==> src/rtl/encoder_transmitter.sv <==
// Streams rows of solver RAM to the CPU as run-length packets in 32-bit words.
// The words are a packet-size header, a row-count header, then packed packets, all over valid/ack.
module encoder_transmitter #(
  parameter int ADDRESS_WIDTH = 13,
  parameter int DATA_WIDTH    = 64,
  parameter int PACKET_SIZE   = 8
) (
  input  logic                     CLK,
  input  logic                     RST,
  input  logic                     Sending_Enable,
  input  logic [ADDRESS_WIDTH-1:0] Start_Address,
  input  logic [ADDRESS_WIDTH-1:0] Row_Stride,
  input  logic [15:0]              Rows_Num,
  input  logic [11:0]              Row_Elements,
  output logic                     RAM_Read,
  output logic [ADDRESS_WIDTH-1:0] RAM_Address,
  input  logic [DATA_WIDTH-1:0]    RAM_Data,
  output logic [31:0]              CPU_Bus,
  output logic                     Word_Valid,
  input  logic                     CPU_Ack,
  output logic                     Done_Sending
);

  localparam int unsigned SLOTS = 32 / PACKET_SIZE;
  localparam int          RUN_W = PACKET_SIZE - 1;
  localparam int          BIT_W = $clog2(DATA_WIDTH);
  localparam int          SC_W  = $clog2(SLOTS + 1);
  localparam logic [RUN_W-1:0] MAX_RUN = '1;

  typedef enum logic [2:0] {
    IDLE, HDR_SIZE, HDR_ROWS, FETCH, WAIT_DATA, ENCODE, FLUSH, DONE
  } state_t;

  state_t                   state;
  logic [ADDRESS_WIDTH-1:0] stride_q, row_base;
  logic [15:0]              rows_q, row_cnt;
  logic [11:0]              elems_q, elem_cnt;
  logic [BIT_W-1:0]         bit_idx;
  logic [DATA_WIDTH-1:0]    shreg;
  logic                     cur_val, ind, tail;
  logic [RUN_W-1:0]         run_len;
  logic [31:0]              asm_buf;
  logic [SC_W-1:0]          asm_cnt;

  logic                     acc, busy, bit_in, next_val, word_rdy;
  logic [1:0]               n_pkt;
  logic [PACKET_SIZE-1:0]   pk0, pk1;
  logic [RUN_W-1:0]         next_run;
  logic [31:0]              asm_buf_n, word_out, pad_word;
  logic [SC_W-1:0]          asm_cnt_n;

  assign acc    = Word_Valid && CPU_Ack;
  assign busy   = Word_Valid && !CPU_Ack;
  assign bit_in = shreg[DATA_WIDTH-1];

  // Overflow emits MAX_RUN plus an empty opposite-value packet in the same cycle.
  always_comb begin
    pk0      = {ind, run_len};
    pk1      = {ind, {RUN_W{1'b0}}};
    n_pkt    = 2'd0;
    next_val = cur_val;
    next_run = run_len;
    if (tail) begin
      n_pkt = 2'd1;
    end else if (bit_in != cur_val) begin
      n_pkt    = 2'd1;
      next_val = bit_in;
      next_run = RUN_W'(1);
    end else if (run_len == MAX_RUN) begin
      n_pkt    = 2'd2;
      next_run = RUN_W'(1);
    end else begin
      next_run = run_len + 1'b1;
    end
  end

  always_comb begin
    asm_buf_n = asm_buf;
    asm_cnt_n = asm_cnt;
    word_rdy  = 1'b0;
    word_out  = asm_buf;
    for (int unsigned i = 0; i < 2; i++) begin
      if (2'(i) < n_pkt) begin
        asm_buf_n = {asm_buf_n[31-PACKET_SIZE:0], (i == 0) ? pk0 : pk1};
        asm_cnt_n = asm_cnt_n + 1'b1;
        if (asm_cnt_n == SC_W'(SLOTS)) begin
          word_rdy  = 1'b1;
          word_out  = asm_buf_n;
          asm_buf_n = '0;
          asm_cnt_n = '0;
        end
      end
    end
  end

  always_comb begin
    pad_word = asm_buf;
    for (int unsigned i = 0; i < SLOTS; i++) begin
      if (SC_W'(i) >= asm_cnt)
        pad_word = {pad_word[31-PACKET_SIZE:0], ind, {RUN_W{1'b0}}};
    end
  end

  always_ff @(posedge CLK) begin
    if (RST) begin
      state        <= IDLE;
      RAM_Read     <= 1'b0;
      RAM_Address  <= '0;
      CPU_Bus      <= '0;
      Word_Valid   <= 1'b0;
      Done_Sending <= 1'b0;
      stride_q     <= '0;
      row_base     <= '0;
      rows_q       <= '0;
      row_cnt      <= '0;
      elems_q      <= '0;
      elem_cnt     <= '0;
      bit_idx      <= '0;
      shreg        <= '0;
      cur_val      <= 1'b0;
      ind          <= 1'b0;
      tail         <= 1'b0;
      run_len      <= '0;
      asm_buf      <= '0;
      asm_cnt      <= '0;
    end else begin
      if (acc) Word_Valid <= 1'b0;
      case (state)
        IDLE: begin
          if (Sending_Enable) begin
            Done_Sending <= 1'b0;
            stride_q     <= Row_Stride;
            rows_q       <= Rows_Num;
            elems_q      <= Row_Elements;
            row_base     <= Start_Address;
            row_cnt      <= '0;
            elem_cnt     <= '0;
            cur_val      <= 1'b0;
            run_len      <= '0;
            ind          <= 1'b0;
            tail         <= 1'b0;
            asm_buf      <= '0;
            asm_cnt      <= '0;
            state        <= HDR_SIZE;
          end
        end
        HDR_SIZE: begin
          if (!Word_Valid) begin
            CPU_Bus    <= {26'b0, 6'(PACKET_SIZE)};
            Word_Valid <= 1'b1;
          end else if (acc) begin
            CPU_Bus    <= {16'b0, rows_q};
            Word_Valid <= 1'b1;
            state      <= HDR_ROWS;
          end
        end
        HDR_ROWS: begin
          if (acc) begin
            if (rows_q == 16'd0) begin
              state <= DONE;
            end else begin
              RAM_Read    <= 1'b1;
              RAM_Address <= row_base;
              state       <= FETCH;
            end
          end
        end
        FETCH: begin
          // Entry may hold off the strobe while a full word waits for the CPU.
          if (RAM_Read) begin
            RAM_Read <= 1'b0;
            state    <= WAIT_DATA;
          end else if (!busy) begin
            RAM_Read <= 1'b1;
          end
        end
        WAIT_DATA: begin
          shreg   <= RAM_Data;
          bit_idx <= '0;
          state   <= ENCODE;
        end
        ENCODE: begin
          if (!busy) begin
            asm_buf <= asm_buf_n;
            asm_cnt <= asm_cnt_n;
            if (word_rdy) begin
              CPU_Bus    <= word_out;
              Word_Valid <= 1'b1;
            end
            if (tail) begin
              tail     <= 1'b0;
              ind      <= ~ind;
              row_cnt  <= row_cnt + 16'd1;
              elem_cnt <= '0;
              cur_val  <= 1'b0;
              run_len  <= '0;
              if (row_cnt + 16'd1 == rows_q) begin
                state <= FLUSH;
              end else begin
                row_base    <= row_base + stride_q;
                RAM_Address <= row_base + stride_q;
                RAM_Read    <= !word_rdy;
                state       <= FETCH;
              end
            end else begin
              shreg   <= shreg << 1;
              cur_val <= next_val;
              run_len <= next_run;
              bit_idx <= bit_idx + 1'b1;
              if (bit_idx == BIT_W'(DATA_WIDTH - 1)) begin
                if (elem_cnt + 12'd1 == elems_q) begin
                  tail <= 1'b1;
                end else begin
                  elem_cnt    <= elem_cnt + 12'd1;
                  RAM_Address <= RAM_Address + 1'b1;
                  RAM_Read    <= !word_rdy;
                  state       <= FETCH;
                end
              end
            end
          end
        end
        FLUSH: begin
          if (!busy) begin
            if (asm_cnt != '0) begin
              CPU_Bus    <= pad_word;
              Word_Valid <= 1'b1;
              asm_buf    <= '0;
              asm_cnt    <= '0;
            end else begin
              state <= DONE;
            end
          end
        end
        DONE: begin
          Done_Sending <= 1'b1;
          state        <= IDLE;
        end
        default: state <= IDLE;
      endcase
    end
  end

endmodule

==> config.mk <==
export PLATFORM = sky130hd
export DESIGN_NAME = encoder_transmitter
export DESIGN_NICKNAME = d
export VERILOG_FILES = /design/src/rtl/encoder_transmitter.sv
export SDC_FILE = /design/constraint.sdc
export NUM_CORES = 1
export LEC_CHECK = 0
export BUFFER_PORTS_ARGS = -buffer_cell sky130_fd_sc_hd__buf_2
export CAP_MARGIN = 20
export CELL_PAD_IN_SITES_DETAIL_PLACEMENT = 1
export CELL_PAD_IN_SITES_GLOBAL_PLACEMENT = 1
export CORE_MARGIN = 3
export CORE_UTILIZATION = 35
export CTS_CLUSTER_SIZE = 40
export DETAILED_ROUTE_END_ITERATION = 8
export PLACE_DENSITY = 0.75
export SYNTH_ARGS = -nofsm -noshare
export SYNTH_HDL_FRONTEND = slang
export SYNTH_SLANG_ARGS = --single-unit
==> constraint.sdc <==
create_clock -name CLK -period 4.5 [get_ports CLK]
set_input_delay 0.9 -clock CLK [delete_from_list [all_inputs] [get_ports CLK]]
set_output_delay 0.9 -clock CLK [all_outputs]
set_load 0.02 [all_outputs]
Word level (Yosys, flattened, before mapping) --
Index checks and enable logic that the tools add are counted.
Word-level totals: register bits 248, input bits 122, output and inout bits 48, word-level logic and storage cells 218
Cells by class: add/subtract/negate cells 8, $lt $le $gt $ge 6, eq/ne operators 34, multiplexer cells 120, bitwise gates (word level) 1, reductions and logical operators 28
Operators by type and width (count):
- 32-bit two-way mux | 22
- 32-bit one-hot mux with 3 select lines | 2
- 13-bit two-way mux | 10
- 64-bit two-way mux | 2
- 64-bit one-hot mux with 2 select lines | 1
- 3-bit two-way mux | 21
- 12-bit two-way mux | 5
- 13-bit one-hot mux with 2 select lines | 2
- 16-bit two-way mux | 3
- 7-bit two-way mux | 5
- 16-bit one-hot mux with 2 select lines | 1
- 1-bit two-way mux | 30
- 2-bit != test (second input constant) | 14
- 12-bit one-hot mux with 2 select lines | 1
- 3-bit one-hot mux with 8 select lines | 1
- 3-bit equality test (second input constant) | 6
- 3-bit != test (second input constant) | 6
- 16-bit by 1-bit adder with 16-bit output (second input constant) | 1
- 16-bit equality test | 1
- 16-bit logical NOT | 1
- 5-bit AND reduction | 3
- 7-bit one-hot mux with 2 select lines | 1
- 7-bit AND reduction | 2
- 13-bit by 1-bit adder with 13-bit output (second input constant) | 1
- 31 further kinds | 55

Depth between registers and ports, before layout --
depth after elaboration 16, depth in mapped cells 16, mapped depth without buffers 13

Worst setup path before layout --
OpenSTA, ideal clock, no wires.
path kind register to register, from reg run_len[0], to reg asm_buf[21], setup time 65 ps, data arrival time 3255 ps, data required time 4435 ps, setup slack 1180 ps, stages on the path, launching flop included 14, path buffers 3, clock period less this slack 3320 ps, path through dfxtp_1 > ha_1 > nand3_1 > o211ai_2 > clkbuf_1 > o21ai_0 > ha_1 > ha_1 > and2_0 > clkbuf_1 > nor4_2 > clkbuf_1 > a22oi_1 > nor2_1
On the way: word-level cells in the longest chain between the ends 12, elaborated cells between the ends (all ways) 14, classes of those cells add/sub: 1; order compare: 2; eq/ne: 2; mux: 9
RTL lines:
- start: declaration | line 41 | logic [RUN_W-1:0] run_len;
- start signal: assignment | line 208 | run_len <= next_run;
- 7-bit equality test * | line 69 | end else if (run_len == MAX_RUN) begin
- 2-bit two-way mux * | line 69
- 2-bit two-way mux * | line 65 | end else if (bit_in != cur_val) begin
- 2-bit two-way mux * | line 63 | if (tail) begin
- 1-bit by 2-bit less-than comparator with 1-bit output | line 83 | if (2'(i) < n_pkt) begin
- 3-bit two-way mux | line 83
- 3-bit by 1-bit adder with 3-bit output | line 85 | asm_cnt_n = asm_cnt_n + 1'b1;
- 3-bit equality test | line 86 | if (asm_cnt_n == SC_W'(SLOTS)) begin
- 32-bit two-way mux | line 86
- 32-bit two-way mux * | line 83
- 32-bit two-way mux * | line 183 | if (!busy) begin
- 32-bit one-hot mux with 3 select lines * | line 128 | case (state)
- end signal: assignment | line 184 | asm_buf <= asm_buf_n;
- end: declaration | line 42 | logic [31:0] asm_buf;
Mark *: on every way between the ends. The rest lies on a longest branch, timed or not. The select of a mux whose other input is x is not followed. A chain may end at the register's enable or synchronous reset.

Final worst setup path --
from reg run_len[0], to reg CPU_Bus[27]
On the way: word-level cells in the longest chain between the ends 13, elaborated cells between the ends (all ways) 21, classes of those cells add/sub: 1; order compare: 2; eq/ne: 3; mux: 14; reduce/logical: 1
RTL lines:
- 7-bit equality test * | line 69
- 2-bit two-way mux * | line 69
- 2-bit two-way mux * | line 65
- 2-bit two-way mux * | line 63
- 1-bit by 2-bit less-than comparator with 1-bit output | line 83
- 3-bit two-way mux | line 83
- 3-bit by 1-bit adder with 3-bit output | line 85
- 3-bit equality test | line 86
- 32-bit two-way mux | line 86
- 32-bit two-way mux | line 83
- 32-bit two-way mux | line 186 | if (word_rdy) begin
- 32-bit two-way mux | line 183
- 32-bit one-hot mux with 3 select lines | line 128
- end signal: assignment | line 149 | CPU_Bus <= {26'b0, 6'(PACKET_SIZE)};
- end signal: assignment | line 152 | CPU_Bus <= {16'b0, rows_q};
- end signal: assignment | line 187 | CPU_Bus <= word_out;
- end: declaration | line 18 | output logic [31:0] CPU_Bus,
Marked as above.

==> impl_metrics.ini <==
[cts]
clkSinkCount = 248
cts_hold_buffers = 0
clock_path_buffers = 3
clock_latency_ns = 0.58
clk_pin_slew_worst_paths_ns = 0.07
tritoncts = yes
ctsResizeCount = 0
cts.htree.levels = 1
postCtsSetupBuffers = 0
numCtsBuffers = 30
cts_root_buf = clkbuf_16

[yosys]
yosys-top-cells-count = nand2_1 (360), dfxtp_1 (248), nor2_1 (207)
synth_warnings = 0
synth_area_leaders = dfxtp_1 (35%), nand2_1 (9.4%), a21oi_1 (5.4%)
ys_ff_latch = 248
netlist.area_leader.share_pct = 34.6
synth_enable_flop_cells = 0
synthCells = 1886
avgSynthCellArea_um2 = 7.62
synthArstFlopShare_pct = 0
ys_types = 89
synth_fp_nets = 2034
syn_area_mm2 = 0.0144
yosysMostFrequentCell = nand2_1
synth_top_area_cell = dfxtp_1
synth_flop_cell = dfxtp_1
seq_area_frac_synth_pct = 34.6

[finish]
fillCellCount = 4905
stdcell_count = 2512
syn_to_final_growth_pct = 15.8
layout.nets = 2111
postLayoutCoreUtil_pct = 41.5
drive_gt1_share_pct = 16.1

[global_routing]
grt.total_usage_pct = 22.7
first_global_vias = 14800
grt_max_degree = 131
grt_pass1_wl_um = 82300
grt-ovfl-total = 0
antenna_found_initial = 1

[critical_path]
endpoint_kind = register
cp.arrival_ns = 4.47
worst_ep_required_time_ns = 5.01
startpoint_type = register
r2r_slack_ns = 0.54
path_max_fanout = 13
critPathKind = reg -> reg

[timing]
hold_viol = 0
setup_violations = 0
finalCritPeriodShare_pct = 88.0
hold_ws_ns = 0.470
rsz0062_at_grt = no
fin_ws_ns = 0.541
setup-tns-final_ns = 0
finalMaxSlewViolations = 0
max_freq_mhz = 253
tightest_slew_ns = 1.08
min_period_ns = 3.96
max-slew-margin-rel_pct = 28.1
finClkSkew_ns = 0.0183

[placement]
dp_hpwl_um = 35500
placedCellCount = 2455
pre_cts_ws_ns = 0.693
numPortBuffers = 169
place_congestion = 0.926

[route]
drt_pre_antenna_iters = 5
met1Wirelength_um = 23200
wirelength_um = 51900
vias = 14800
route.detailed.drc = 0
wl_met2_um = 23700
vias_per_cell = 5.91
ant_nets = 0
drt_iter0_drc = 1229
routed.top_layer = met4
routed-wl-met3_um = 3310
wire_per_inst_um = 20.7

[power]
pwr-share-seq_pct = 39.2
p_switching_w = 0.00209
p_comb_share_pct = 20.4
power.leakage_nw = 6.18
pwr_density_cell_mw_per_mm2 = 398
swShare_pct = 31.6
p_int_w = 0.00452
clkPwrFrac_pct = 40.4
ir_drop_v = 0.000460

[run]
cap_violations = 0

[floorplanning]
rows = 73
initial_core_util_pct = 35.8
core_area_mm2 = 0.0401
die_area_mm2 = 0.0435
io_pins = 170
die_w_um = 209
dieHeight_um = 209

[run_status]
status = finished clean

[hold_path]
hp-class = reg -> reg
## routing by layer
layer	track usage, %	up-vias
met4	6.72	0
met3	4.37	103
li1	-	6964
met5	0	-
met1	30.9	7286
met2	36.8	481
## power groups by stage
stage	Combinational, W	Sequential [W]	Clock (W)
after global placement	0.00129	0.00263	0
after CTS	0.00135	0.00259	0.00273
after detailed placement	0.00134	0.00263	0
after floorplan	0.000844	0.00264	0
after global routing	0.00149	0.00261	0.00282
final	0.00135	0.00259	0.00267
## cells by family (layout without fill, tap and decap cells)
logic type	after synthesis	after routing	share of synthesized area, %
flops	248	248	34.6
compound gates	566	566	27.9
mux	12	12	0.871
buf+inv	188	287	5.26
xor+xnor	70	70	4.27
other cells	0	2	0
simple gates	776	776	24.8
fa+ha+maj	26	26	2.32
## state kept, by name, summed over array words and instances, names as in the netlist
name          cells
CPU_Bus          32
Done_Sending      1
RAM_Address      13
RAM_Read          1
Word_Valid        1
asm_buf          32
asm_cnt           3
bit_idx           6
cur_val           1
elem_cnt         12
elems_q          12
ind               1
row_base         13
row_cnt          16
rows_q           16
run_len           7
shreg            64
state             3
stride_q         13
tail              1
## cell usage in the layout, fill, tap and decap left out, types with 9 or more instances in the layout
| cell | synthesis | final |
|---|---|---|
| nand2_1 | 360 | 359 |
| dfxtp_1 | 248 | 248 |
| nor2_1 | 207 | 207 |
| buf_2 | 14 | 168 |
| a21oi_1 | 156 | 156 |
| o21ai_0 | 95 | 95 |
| a311oi_1 | 72 | 72 |
| xnor2_1 | 44 | 44 |
| a22oi_1 | 39 | 39 |
| nand3_1 | 38 | 38 |
| buf_4 | 2 | 34 |
| a211oi_1 | 33 | 33 |
| nor3_1 | 31 | 31 |
| clkbuf_16 | 0 | 31 |
| inv_1 | 28 | 28 |
| xor2_1 | 26 | 26 |
| ha_1 | 25 | 25 |
| a22o_1 | 19 | 19 |
| and3_1 | 18 | 17 |
| or3_1 | 17 | 17 |
| nand4_1 | 15 | 15 |
| nand2b_1 | 13 | 13 |
| o211a_1 | 13 | 13 |
| a222oi_1 | 13 | 13 |
| a211oi_2 | 11 | 11 |
| a31oi_1 | 11 | 11 |
| nor2b_1 | 12 | 11 |
| nor4_1 | 10 | 10 |
| nand3b_1 | 9 | 9 |
| a21oi_2 | 9 | 9 |
| a221oi_1 | 9 | 9 |
## worst max-delay path, stage by stage, from the launching register on
cell	delay, ns
dfxtp_1	0.50
ha_1	0.26
nand3_1	0.21
o211ai_2	0.45
nand2_1	0.09
o21ai_0	0.15
ha_1	0.25
ha_1	0.25
nand2_1	0.33
nor2_2	0.65
buf_4	0.26
a21oi_1	0.07
o221ai_1	0.22
o211a_1	0.20
## through the flow
| stage | instance area, um^2 | total power, W |
|---|---|---|
| final | 16600 | 0.00661 |
| after global routing | 16600 | 0.00692 |
| after CTS | 16600 | 0.00667 |
| after detailed placement | 15500 | 0.00397 |
| after global placement | 15500 | 0.00392 |
| after floorplan | 14400 | 0.00348 |
## layout make-up
type,count,area [um^2],area share [%]
diodes,2,5.00,0.0301
clock buffers,42,897,5.40
clock inverters,12,188,1.13
inverters,28,105,0.632
multi-input cells,1450,8680,52.2
flip-flops and latches,248,4960,29.9
well taps,525,657,3.95
repair buffers,205,1130,6.81
## final timing paths
check | start | endpoint | depth (start not counted)
worst min register to register | elems_q[6] | elems_q[6] | 2
worst min-delay path | elems_q[6] | elems_q[6] | 2
worst max register to register | run_len[0] | CPU_Bus[27] | 13
worst max-delay path | run_len[0] | CPU_Bus[27] | 13
(Power assumes the default switching activity.)
